<file path="src/rtl/pll_phase_seq.sv">
`default_nettype none
// ============================================================================
//  Module : pll_phase_seq
//  Brief  : Drives the ECP5 EHXPLLL dynamic phase-shift port. It issues timed
//           PHASESTEP pulses and tracks the phase offset of each output.
//  Rev    : 1.0  initial release
// ============================================================================
module pll_phase_seq #(
    parameter int SETUP     = 4,
    parameter int PULSE     = 4,
    parameter int GAP       = 8,
    parameter int LOCK_WAIT = 1024,
    parameter int CNT_W     = 8
) (
    input  logic             clk,
    input  logic             rst,
    input  logic             pll_locked,
    output logic             lock_ok,
    input  logic             req,
    output logic             rdy,
    input  logic [1:0]       sel,
    input  logic             dir,
    input  logic [CNT_W-1:0] steps,
    output logic             busy,
    output logic             done,
    output logic             aborted,
    output logic [CNT_W-1:0] ofs,
    output logic [1:0]       pll_phasesel,
    output logic             pll_phasedir,
    output logic             pll_phasestep
);

    localparam int c_LCK_W   = $clog2(LOCK_WAIT + 1);
    localparam int c_TMAX_SP = (SETUP > PULSE) ? SETUP : PULSE;
    localparam int c_TMAX    = (c_TMAX_SP > GAP) ? c_TMAX_SP : GAP;
    localparam int c_TMR_W   = $clog2(c_TMAX + 1);

    localparam logic [c_LCK_W-1:0] c_LOCK_MAX  = c_LCK_W'(LOCK_WAIT);
    localparam logic [c_TMR_W-1:0] c_SETUP_END = c_TMR_W'(SETUP - 1);
    localparam logic [c_TMR_W-1:0] c_PULSE_END = c_TMR_W'(PULSE - 1);
    localparam logic [c_TMR_W-1:0] c_GAP_END   = c_TMR_W'(GAP - 1);

    localparam logic [2:0] c_ST_WAIT_LOCK = 3'd0;
    localparam logic [2:0] c_ST_IDLE      = 3'd1;
    localparam logic [2:0] c_ST_SETUP     = 3'd2;
    localparam logic [2:0] c_ST_PULSE     = 3'd3;
    localparam logic [2:0] c_ST_GAP       = 3'd4;

    logic [2:0]         r_state;
    logic [2:0]         w_nxt;
    logic               r_lk_meta;
    logic               r_lk;
    logic [c_LCK_W-1:0] r_lock_cnt;
    logic [c_TMR_W-1:0] r_tmr;
    logic [1:0]         r_sel;
    logic               r_dir;
    logic [CNT_W-1:0]   r_rem;
    logic [CNT_W-1:0]   r_ofs [4];
    logic [1:0]         r_phasesel;
    logic               r_phasedir;
    logic               r_done;
    logic               r_aborted;
    logic               r_zdone;
    logic               w_accept;
    logic               w_pulse_last;
    logic               w_gap_last;

    // pll_locked is asynchronous to clk: two-flop synchroniser, then debounce
    always_ff @(posedge clk) begin
        if (rst) begin
            r_lk_meta  <= 1'b0;
            r_lk       <= 1'b0;
            r_lock_cnt <= '0;
        end else begin
            r_lk_meta <= pll_locked;
            r_lk      <= r_lk_meta;
            if (!r_lk)
                r_lock_cnt <= '0;
            else if (r_lock_cnt != c_LOCK_MAX)
                r_lock_cnt <= r_lock_cnt + c_LCK_W'(1);
        end
    end

    assign lock_ok      = (r_lock_cnt == c_LOCK_MAX);
    assign w_accept     = req & rdy & r_lk;
    assign w_pulse_last = (r_state == c_ST_PULSE) && (r_tmr == c_PULSE_END);
    assign w_gap_last   = (r_state == c_ST_GAP) && (r_tmr == c_GAP_END);

    always_ff @(posedge clk) begin
        if (rst) r_state <= c_ST_WAIT_LOCK;
        else     r_state <= w_nxt;
    end

    always_comb begin
        w_nxt = r_state;
        if (!r_lk) begin
            w_nxt = c_ST_WAIT_LOCK;
        end else begin
            case (r_state)
                c_ST_WAIT_LOCK: if (lock_ok) w_nxt = c_ST_IDLE;
                c_ST_IDLE:      if (w_accept && (steps != '0)) w_nxt = c_ST_SETUP;
                c_ST_SETUP:     if (r_tmr == c_SETUP_END) w_nxt = c_ST_PULSE;
                c_ST_PULSE:     if (w_pulse_last) w_nxt = c_ST_GAP;
                c_ST_GAP:       if (w_gap_last) w_nxt = (r_rem != '0) ? c_ST_PULSE : c_ST_IDLE;
                default:        w_nxt = c_ST_WAIT_LOCK;
            endcase
        end
    end

    // PHASESTEP is combinational so a lock loss releases it in the same cycle
    always_comb begin
        busy          = (r_state == c_ST_SETUP) || (r_state == c_ST_PULSE) ||
                        (r_state == c_ST_GAP);
        pll_phasestep = !((r_state == c_ST_PULSE) && r_lk);
        rdy           = (r_state == c_ST_IDLE) && lock_ok && !rst && !r_zdone;
    end

    always_ff @(posedge clk) begin
        if (rst) begin
            r_tmr      <= '0;
            r_sel      <= '0;
            r_dir      <= 1'b0;
            r_rem      <= '0;
            r_phasesel <= '0;
            r_phasedir <= 1'b0;
            r_done     <= 1'b0;
            r_aborted  <= 1'b0;
            r_zdone    <= 1'b0;
            for (int i = 0; i < 4; i++) r_ofs[i] <= '0;
        end else begin
            r_done    <= 1'b0;
            r_aborted <= 1'b0;
            r_zdone   <= 1'b0;
            r_tmr     <= (w_nxt != r_state || !busy) ? '0 : r_tmr + c_TMR_W'(1);
            if (!r_lk) begin
                // PLL relocks at static phase, so every offset returns to zero
                r_aborted <= busy;
                r_sel     <= '0;
                r_dir     <= 1'b0;
                r_rem     <= '0;
                for (int i = 0; i < 4; i++) r_ofs[i] <= '0;
            end else begin
                if (w_accept) begin
                    r_sel <= sel;
                    r_dir <= dir;
                    r_rem <= steps;
                    if (steps == '0) begin
                        r_done  <= 1'b1;
                        r_zdone <= 1'b1;
                    end else begin
                        r_phasesel <= sel;
                        r_phasedir <= dir;
                    end
                end
                if (w_pulse_last) begin
                    r_rem        <= r_rem - CNT_W'(1);
                    r_ofs[r_sel] <= r_dir ? r_ofs[r_sel] - CNT_W'(1)
                                          : r_ofs[r_sel] + CNT_W'(1);
                end
                if (w_gap_last && (r_rem == '0))
                    r_done <= 1'b1;
            end
        end
    end

    assign done         = r_done;
    assign aborted      = r_aborted;
    assign ofs          = r_ofs[sel];
    assign pll_phasesel = r_phasesel;
    assign pll_phasedir = r_phasedir;

endmodule
`default_nettype wire

</file>
<file path="config.mk">
export PLATFORM = sky130hd
export DESIGN_NAME = pll_phase_seq
export DESIGN_NICKNAME = d
export VERILOG_FILES = /design/src/rtl/pll_phase_seq.sv
export SDC_FILE = /design/constraint.sdc
export NUM_CORES = 1
export LEC_CHECK = 0
export ABC_AREA = 1
export BUFFER_PORTS_ARGS = -buffer_cell sky130_fd_sc_hd__buf_4
export CAP_MARGIN = 0
export CORE_UTILIZATION = 55
export CTS_BUF_LIST = sky130_fd_sc_hd__clkbuf_2
export DETAILED_ROUTE_END_ITERATION = 10
export PLACE_DENSITY = 0.75
export SYNTH_ARGS = -nofsm -noshare
export SYNTH_HDL_FRONTEND = slang
export SYNTH_SLANG_ARGS = --single-unit
</file>
<file path="constraint.sdc">
create_clock -name clk -period 4 [get_ports clk]
set_clock_uncertainty 0.15 [all_clocks]
set_input_delay 0.2 -clock clk [delete_from_list [all_inputs] [get_ports clk]]
set_output_delay 0.2 -clock clk [all_outputs]
set_load 0.005 [all_outputs]
</file>
==> results.md, run 1 <==
Run status:
- The run finished with clean final reports.

Layout:
- In the final layout, the share of cells above drive strength 1 is 0.154.
- The final-stage net count is 529.
- 0 antenna diodes ended up in the layout.
- In the final layout, the multi-input gates occupy 1780 µm².
- Compared with the post-synthesis result, the final layout area differs by 14.8%.
- The area taken by flip-flops and latches is 1740 µm².
- The layout filler cell count is 550.

Synthesis:
- The summed instance area of the synthesized netlist is 3750 µm².
- Synthesis handed over a netlist of 458 instances.
- The number of nets handed over by synthesis was 484.
- The synthesized design contains 71 register bits.
- The synthesized netlist contains 45 unique library cells.
- The portion of the post-synthesis area used by sequential elements is 0.464.
- The average footprint of a synthesized cell is 8.20 µm².
- The count of warnings emitted by yosys is 0.

Worst hold path:
- The path class of the tightest hold or removal check is reg -> reg.
- The beginning of the worst hold path is r_lk_meta$_SDFF_PP0_.
- The cell depth of the worst min-delay path is 2.
- The end point of the most critical hold path is r_lk$_SDFF_PP0_.

Clocking:
- The cell at the root of the clock tree is sky130_fd_sc_hd__clkbuf_2.
- The CTS tree is yes.
- The buffer count from post-CTS setup fixing is 0.
- The tree built by TritonCTS fans out to 71 sinks.
- The clock passes through at most 2 buffers.
- The clock tree synthesis step divided the H-tree into 3 levels.
- The clock insertion delay at the later pin of the skew report is 0.52 ns.
- Clock-pin slew was measured on the worst setup and hold paths at 0.20 ns.
- Buffers inserted during clock tree synthesis total 9.

Route:
- The detail route stage leaves a number of antenna-violating nets equal to 0.
- The number of vias per cell after detailed routing is 5.56.
- In this run, the number of DRC markers left after iteration 0 of detailed routing was 150.
- The mean routed wirelength per cell is 14.7 µm.
- The detailed-router iteration count before antenna repair is 8.
- The routed design has 8.59 mm of wire.
- For this block, the via count after detailed routing is 3251.
- The residual DRC count is 0.

STA:
- Setup violations remaining at the end of the flow were counted as 0.
- The final number of hold-violating endpoints came to 0.
- Setup repair after global routing left no endpoint under its margin.
- The worst path in the final design needs a cycle of 2.99 ns, including I/O delays and setup.
- In the finished design, the share of the clock period the worst path needs comes to 0.748.
- The transition time at the pin with the least slew margin is 0.596 ns.
- The maximum clock rate is 334 MHz.
- The worst slew slack as a fraction of its limit is 0.602.
- The number of slew-limit violations in the final report is 0.
- Summed over all failing endpoints, the final setup total negative slack is 0 ns.

Critical path:
- STA puts the critical path data required time at 4.14 ns.
- The class of the most critical setup path is reg -> reg.
- The worst setup path is captured at a flop.
- The kind of start point of the critical path is a flop.
- The largest fanout on the critical path is 17.
- The setup check on the worst reg-to-reg path leaves a slack of 1.01 ns.
- STA puts the critical path data arrival time at 3.13 ns.
- The capturing point of the worst reg2reg path is r_ofs[0][6]$_SDFFCE_PN0P_.
- For the worst flop-to-flop path, the logic depth is 11.

Global route:
- After global routing the overflow that remains totals 0.
- The global-route wire length before repair is 14.3 mm.
- The number of global-route vias before repair came to 3076.
- The pin count of the biggest net entering global routing is 21.
- The global-route usage over all layers is 0.258.
- The initial antenna violation count is 0.

Pwr:
- The worst-case vdd ir drop is 199 µV.
- The cell leakage power is 1.73 nW.
- The overall power of the completed layout is 0.00133 W.
- Power spread over the standard cell area amounts to 308 nW/µm².

Die:
- The cell row count is 29.
- The initial utilization of the core area, before any placement, comes to 0.581.
- The die is 84.6 µm wide.
- In this run the vertical extent of the chip is 84.6 µm.
- The area of the die is 7160 µm².
- The count of pins on the block boundary is 32.
- After floorplanning, the core was sized to cover 6460 µm².

Placement:
- The number of buffers added on ports is 31.
- The total half-perimeter wirelength after legalization and detailed placement is 6.02 mm.
- The final RePlAce weighted congestion is 1.02.

Job:
- The count of max-cap constraint violations is 0.
registers in the layout (all words and copies together), names as in the netlist, named ones only:
register and flops:
r_zdone 1, r_sel 2, done 1, pll_phasedir 1, r_lk 1, r_lk_meta 1
r_tmr 4, r_ofs 32, r_rem 8, r_lock_cnt 11, r_state 3, pll_phasesel 2
r_dir 1, aborted 1
kinds of logic (layout without fill, tap and decap cells):
group / Yosys count / after routing / share of synthesized area
and+or+nand+nor: 205 / 205 / 0.248
adders and majority gates: 11 / 11 / 0.0387
xor gates and xnor gates: 13 / 13 / 0.0323
buffers and inverters: 56 / 106 / 0.0613
AOI/OAI and AO/OA: 102 / 102 / 0.156
DFF: 71 / 71 / 0.464
what timing repair did:
action	CTS	global route
hold buffers	15	0
hold endpoints to repair	23	0
resized for setup	0	0
final cells by class:
cell class,count,area share
clock buffer,10,0.0116
clock inverter,6,0.0200
inverter,43,0.0380
multi-input combinational,331,0.413
sequential,71,0.404
tap,77,0.0224
timing repair buffer,47,0.0906
cell usage after synthesis, drive strengths merged:
cell type  number  area share
o31ai           1      0.0020
nor4            3      0.0050
dfxtp          39        0.21
clkbuf          6      0.0060
a211oi          5       0.010
edfxtp         32        0.26
a31o            1      0.0023
nor3           12       0.021
a21oi          17       0.023
fa              1      0.0053
o22ai          14       0.023
nand3          19       0.031
o211ai          1      0.0020
buf             7       0.012
nand2          60       0.064
nor2          105        0.11
a32oi           1      0.0023
a31oi           6       0.010
inv            43       0.044
a2111oi         1      0.0023
nand4           3      0.0090
xnor2           5       0.012
a21boi          1      0.0020
ha             10       0.033
xor2            8       0.021
o21ai          50       0.068
or2             2      0.0040
o21bai          4      0.0090
and2            1      0.0017
metrics by stage:
step           cell area (µm²)  hold WS (ns)  std cells  setup slack (ns)   util
5_1_grt                   4310         0.273        585             0.677  0.667
2_1_floorplan             3750         0.157        458              1.49      -
3_3_place_gp              4020         0.243        554              1.22  0.623
4_1_cts                   4310         0.273        585              1.05  0.667
6_report                  4310         0.269        585              1.01  0.667
3_5_place_dp              4020         0.249        554              1.08  0.623
layer usage:
metal  global-route usage  up-vias  share of wire
li1                     -     1645              -
met1                0.313     1496           0.43
met2                0.455       95           0.50
met3               0.0383       15          0.047
met4                0.116        0          0.018
met5                    0        -              0
power by group:
| group | switching (W) | total, W | internal, W |
|---|---|---|---|
| registers | 0.00000624 | 0.000770 | 0.000764 |
| clock network | 0.000266 | 0.000475 | 0.000208 |
| logic | 0.0000423 | 0.0000826 | 0.0000403 |
| total | 0.000315 | 0.00133 | 0.00101 |
critical path, cell delays in order, from the launching register on:
cell and delay [ns]:
sky130_fd_sc_hd__dfxtp_1 0.74, sky130_fd_sc_hd__nand2_1 0.13, sky130_fd_sc_hd__nand3_1 0.11, sky130_fd_sc_hd__and2_1 0.25
sky130_fd_sc_hd__inv_2 0.08, sky130_fd_sc_hd__fa_1 0.41, sky130_fd_sc_hd__o21ai_0 0.30, sky130_fd_sc_hd__a21oi_1 0.12
sky130_fd_sc_hd__nor2_1 0.10, sky130_fd_sc_hd__nor2_1 0.05, sky130_fd_sc_hd__xor2_1 0.26, sky130_fd_sc_hd__nor2_1 0.07
cell usage in the layout, fill, tap and decap left out, drive strengths merged, types with 12 or more instances in the layout:
cell type and count:
dfxtp 39, o22ai 14, a21oi 17, inv 43, nand2 60, edfxtp 32
o21ai 50, nor3 12, nand3 19, nor2 105, dlygate4sd3 15, buf 32
how the worst max path moves through the flow:
stage                     slack, ns  startpoint                   endpoint
final                          1.01        flop  r_ofs[0][6]$_SDFFCE_PN0P_
after global routing           0.68        flop  r_ofs[0][6]$_SDFFCE_PN0P_
after CTS                      1.05        flop  r_ofs[0][6]$_SDFFCE_PN0P_
after detailed placement       1.08        flop  r_ofs[0][6]$_SDFFCE_PN0P_
after global placement         1.22        flop  r_ofs[2][6]$_SDFFCE_PN0P_
after floorplan                1.49        flop  r_ofs[0][6]$_SDFFCE_PN0P_
(Power assumes the default switching activity.)
==> run 2: changes to the inputs <==
Clock period 4 ns to 3 ns, I/O delays scaled along.
==> run 2 against run 1 <==
Flip-flop and latch count did not move. Critical path depth grew 1. Wire length up 1.9%. Sequential power is 34% higher. Final area grew 1.5%. Critical endpoint is now r_ofs[1][6]$_SDFFCE_PN0P_. Largest cell class unchanged. Largest power group unchanged.
==> results.md, run 2 (same netlist as run 1, synthesis figures left out) <==
Run status:
- The flow ran to the end, and the final reports show no timing, DRC or antenna violations.

Clocking:
- The number of buffers added to fix hold violations after cts is 18 (+3).
- The number of buffers added by the clock tree synthesis step is 9 (unchanged).
- TritonCTS built the clock tree.
- The deepest level of the CTS H-tree came to 3 (unchanged).
- The number of gates given a new drive strength after cts is 0 (unchanged).
- The cell at the root of the clock tree is sky130_fd_sc_hd__clkbuf_2.
- The buffer count from post-CTS setup fixing was 0 (unchanged).
- The clock insertion delay at the later pin of the skew report is 0.55 ns (+0.03 ns).
- The maximum buffer depth of the clock tree is 2 (unchanged).
- The TritonCTS sink count is 71 (unchanged).
- The clock transition at the registers of the reported paths is 0.20 ns (about the same).

STA:
- The number of slew-limit violations in the final report is 0 (unchanged).
- The shortest clock period the worst path allows after layout is 2.73 ns (-0.265 ns).
- The transition time at the pin with the least slew margin is 0.523 ns (-0.0729 ns).
- The final number of hold-violating endpoints is 0 (unchanged).
- The worst hold slack after final layout was 0.210 ns (-0.0592 ns).
- The part of the cycle the worst path needs is 0.909 (+0.161).
- Setup repair after global routing left no endpoint under its margin.
- The worst slew slack as a fraction of its limit is 0.651 (+0.0483).
- The final critical-path setup slack was 0.273 ns (-0.735 ns).
- The post-route setup TNS is 0 ns (unchanged).
- The final number of setup-violating endpoints is 0 (unchanged).
- The maximum clock rate is 367 MHz (+9.7%).

Placement:
- The final RePlAce weighted congestion is 0.874 (-14%).
- The total half-perimeter wirelength after legalization and detailed placement came to 6.08 mm (+1.0%).
- The post-place instance area came to 4060 µm² (+0.93%).
- The number of buffers added on ports was 31 (unchanged).
- The worst slack at placement was 0.310 ns (-0.769 ns).

Layout:
- The antenna diode instance count is 0 (unchanged).
- In the final layout, the registers with the most flip-flops are r_ofs x32, r_lock_cnt x11, r_rem x8.
- The layout filler cell count is 543 (-1.3%).
- The end-of-flow core utilization was 0.677 (+0.00988).
- The final design area excluding fillers is 4370 µm² (+1.5%).
- The area taken by flip-flops and latches came to 1740 µm² (unchanged).
- The register with the most flip-flops is r_ofs.
- The number of flip-flops under the largest register name was 32 (unchanged).
- In the layout the commonest cells are sky130_fd_sc_hd__nor2_1, sky130_fd_sc_hd__nand2_1, sky130_fd_sc_hd__o21ai_0.
- The area growth from synthesis to layout is 16.5%.
- The leading cell type in the layout, fill and taps excluded is sky130_fd_sc_hd__nor2_1.
- The share of layout cells above drive strength 1 was 0.157 (+0.00343).
- The area of the multi-input gates is 1780 µm² (unchanged).
- The final-stage net count is 537 (+1.5%).

Critical path:
- The largest fanout on the critical path is 17 (unchanged).
- The kind of start point of the critical path is a flop.
- The data required time of the worst path came to 3.16 ns (-0.98 ns).
- The endpoint arrival time on the critical path is 2.89 ns (-0.24 ns).
- The class of the most critical setup path is reg -> reg.
- The kind of capture point of the worst setup path is a flop.

Global route:
- The pin count of the biggest net entering global routing is 20 (-4.8%).
- The global-route usage over all layers is 0.261 (+0.00225).
- The number of global-route vias before repair is 3319 (+7.9%).
- The initial antenna violation count came to 0 (unchanged).
- The met3 layer usage reported by global route is 0.0472 (+0.00885).
- The total grt overflow was 0 (unchanged).
- The global routing stage identified its most utilized layer as met2.
- The routing usage on met1 came to 0.303 (-0.0106).
- The routing usage on met2 came to 0.453 (-0.00222).
- The global-route wire length before repair is 14.6 mm (+1.8%).

Route:
- The detailed-router iteration count before antenna repair is 6 (-2).
- The residual DRC count is 0 (unchanged).
- The number of vias per cell after detailed routing came to 5.58 (+0.41%).
- The mean routed wirelength per cell is 14.8 µm (+0.53%).
- The violation count after the first detailed-routing iteration is 205 (+37%).
- The wire length after detailed routing is 8.76 mm (+1.9%).
- The via count of the routed design came to 3309 (+1.8%).
- The remaining antenna violation count after routing is 0 (unchanged).

Die:
- The die span in y was 84.6 µm (unchanged).
- The cell row count is 29 (unchanged).
- The initial core utilization is 0.581 (unchanged).
- The width of the chip is 84.6 µm (unchanged).
- The area inside the core boundary is 6460 µm² (unchanged).
- The count of pins on the block boundary was 32 (unchanged).
- The area of the die is 7160 µm² (unchanged).

Worst hold path:
- In this run the most critical hold path is launched from rst.
- The worst hold-check path type is in -> reg.

Pwr:
- The worst-case vdd ir drop is 219 µV (+9.7%).
- The power density over the cells was 403 nW/µm² (+31%).
- The cell leakage power is 1.76 nW (+2.0%).

Job:
- The count of max-cap constraint violations came to 0 (unchanged).
## run 2: cell type report
type / count / share of cell area
multi-input cells: 331 / 0.407
flip-flops and latches: 71 / 0.398
repair buffers: 55 / 0.105
inverters: 43 / 0.0375
well taps: 77 / 0.0220
clock inverters: 7 / 0.0200
clock buffers: 9 / 0.0103
## run 2: metal layers
layer	wire, µm	share of wire
met1	3820	0.44
met2	4240	0.48
met3	457	0.052
met4	233	0.027
met5	0	0
## run 2: power by group
part,switching (W),internal [W],total [W]
Clock,0.000358,0.000268,0.000626
Sequential,0.00000824,0.00102,0.00103
Combinational,0.0000565,0.0000548,0.000111
## run 2: critical path: stages (launching register included)
cell and delay, ns:
sky130_fd_sc_hd__dfxtp_1 0.34, sky130_fd_sc_hd__buf_4 0.19, sky130_fd_sc_hd__inv_4 0.15, sky130_fd_sc_hd__nand2_1 0.07, sky130_fd_sc_hd__a32oi_1 0.22, sky130_fd_sc_hd__inv_1 0.09, sky130_fd_sc_hd__fa_1 0.43, sky130_fd_sc_hd__o21ai_0 0.29
sky130_fd_sc_hd__a21oi_1 0.11, sky130_fd_sc_hd__nor2_1 0.09, sky130_fd_sc_hd__nor2_1 0.05, sky130_fd_sc_hd__xor2_1 0.26, sky130_fd_sc_hd__nor2_1 0.07
## run 2: through the flow
stage	total power [W]	cells
after floorplan	0.00110	458
after global placement	0.00114	559
after detailed placement	0.00114	559
after CTS	0.00176	593
after global routing	0.00182	593
final	0.00176	593
## run 2: final timing paths
kind	to	cells after the start	slack, ns
worst min-delay path	r_state[0]$_SDFF_PP0_	3	0.21
worst max register to register	r_ofs[1][6]$_SDFFCE_PN0P_	12	0.27
worst max-delay path	r_ofs[1][6]$_SDFFCE_PN0P_	12	0.27
worst min register to register	r_lk$_SDFF_PP0_	2	0.28
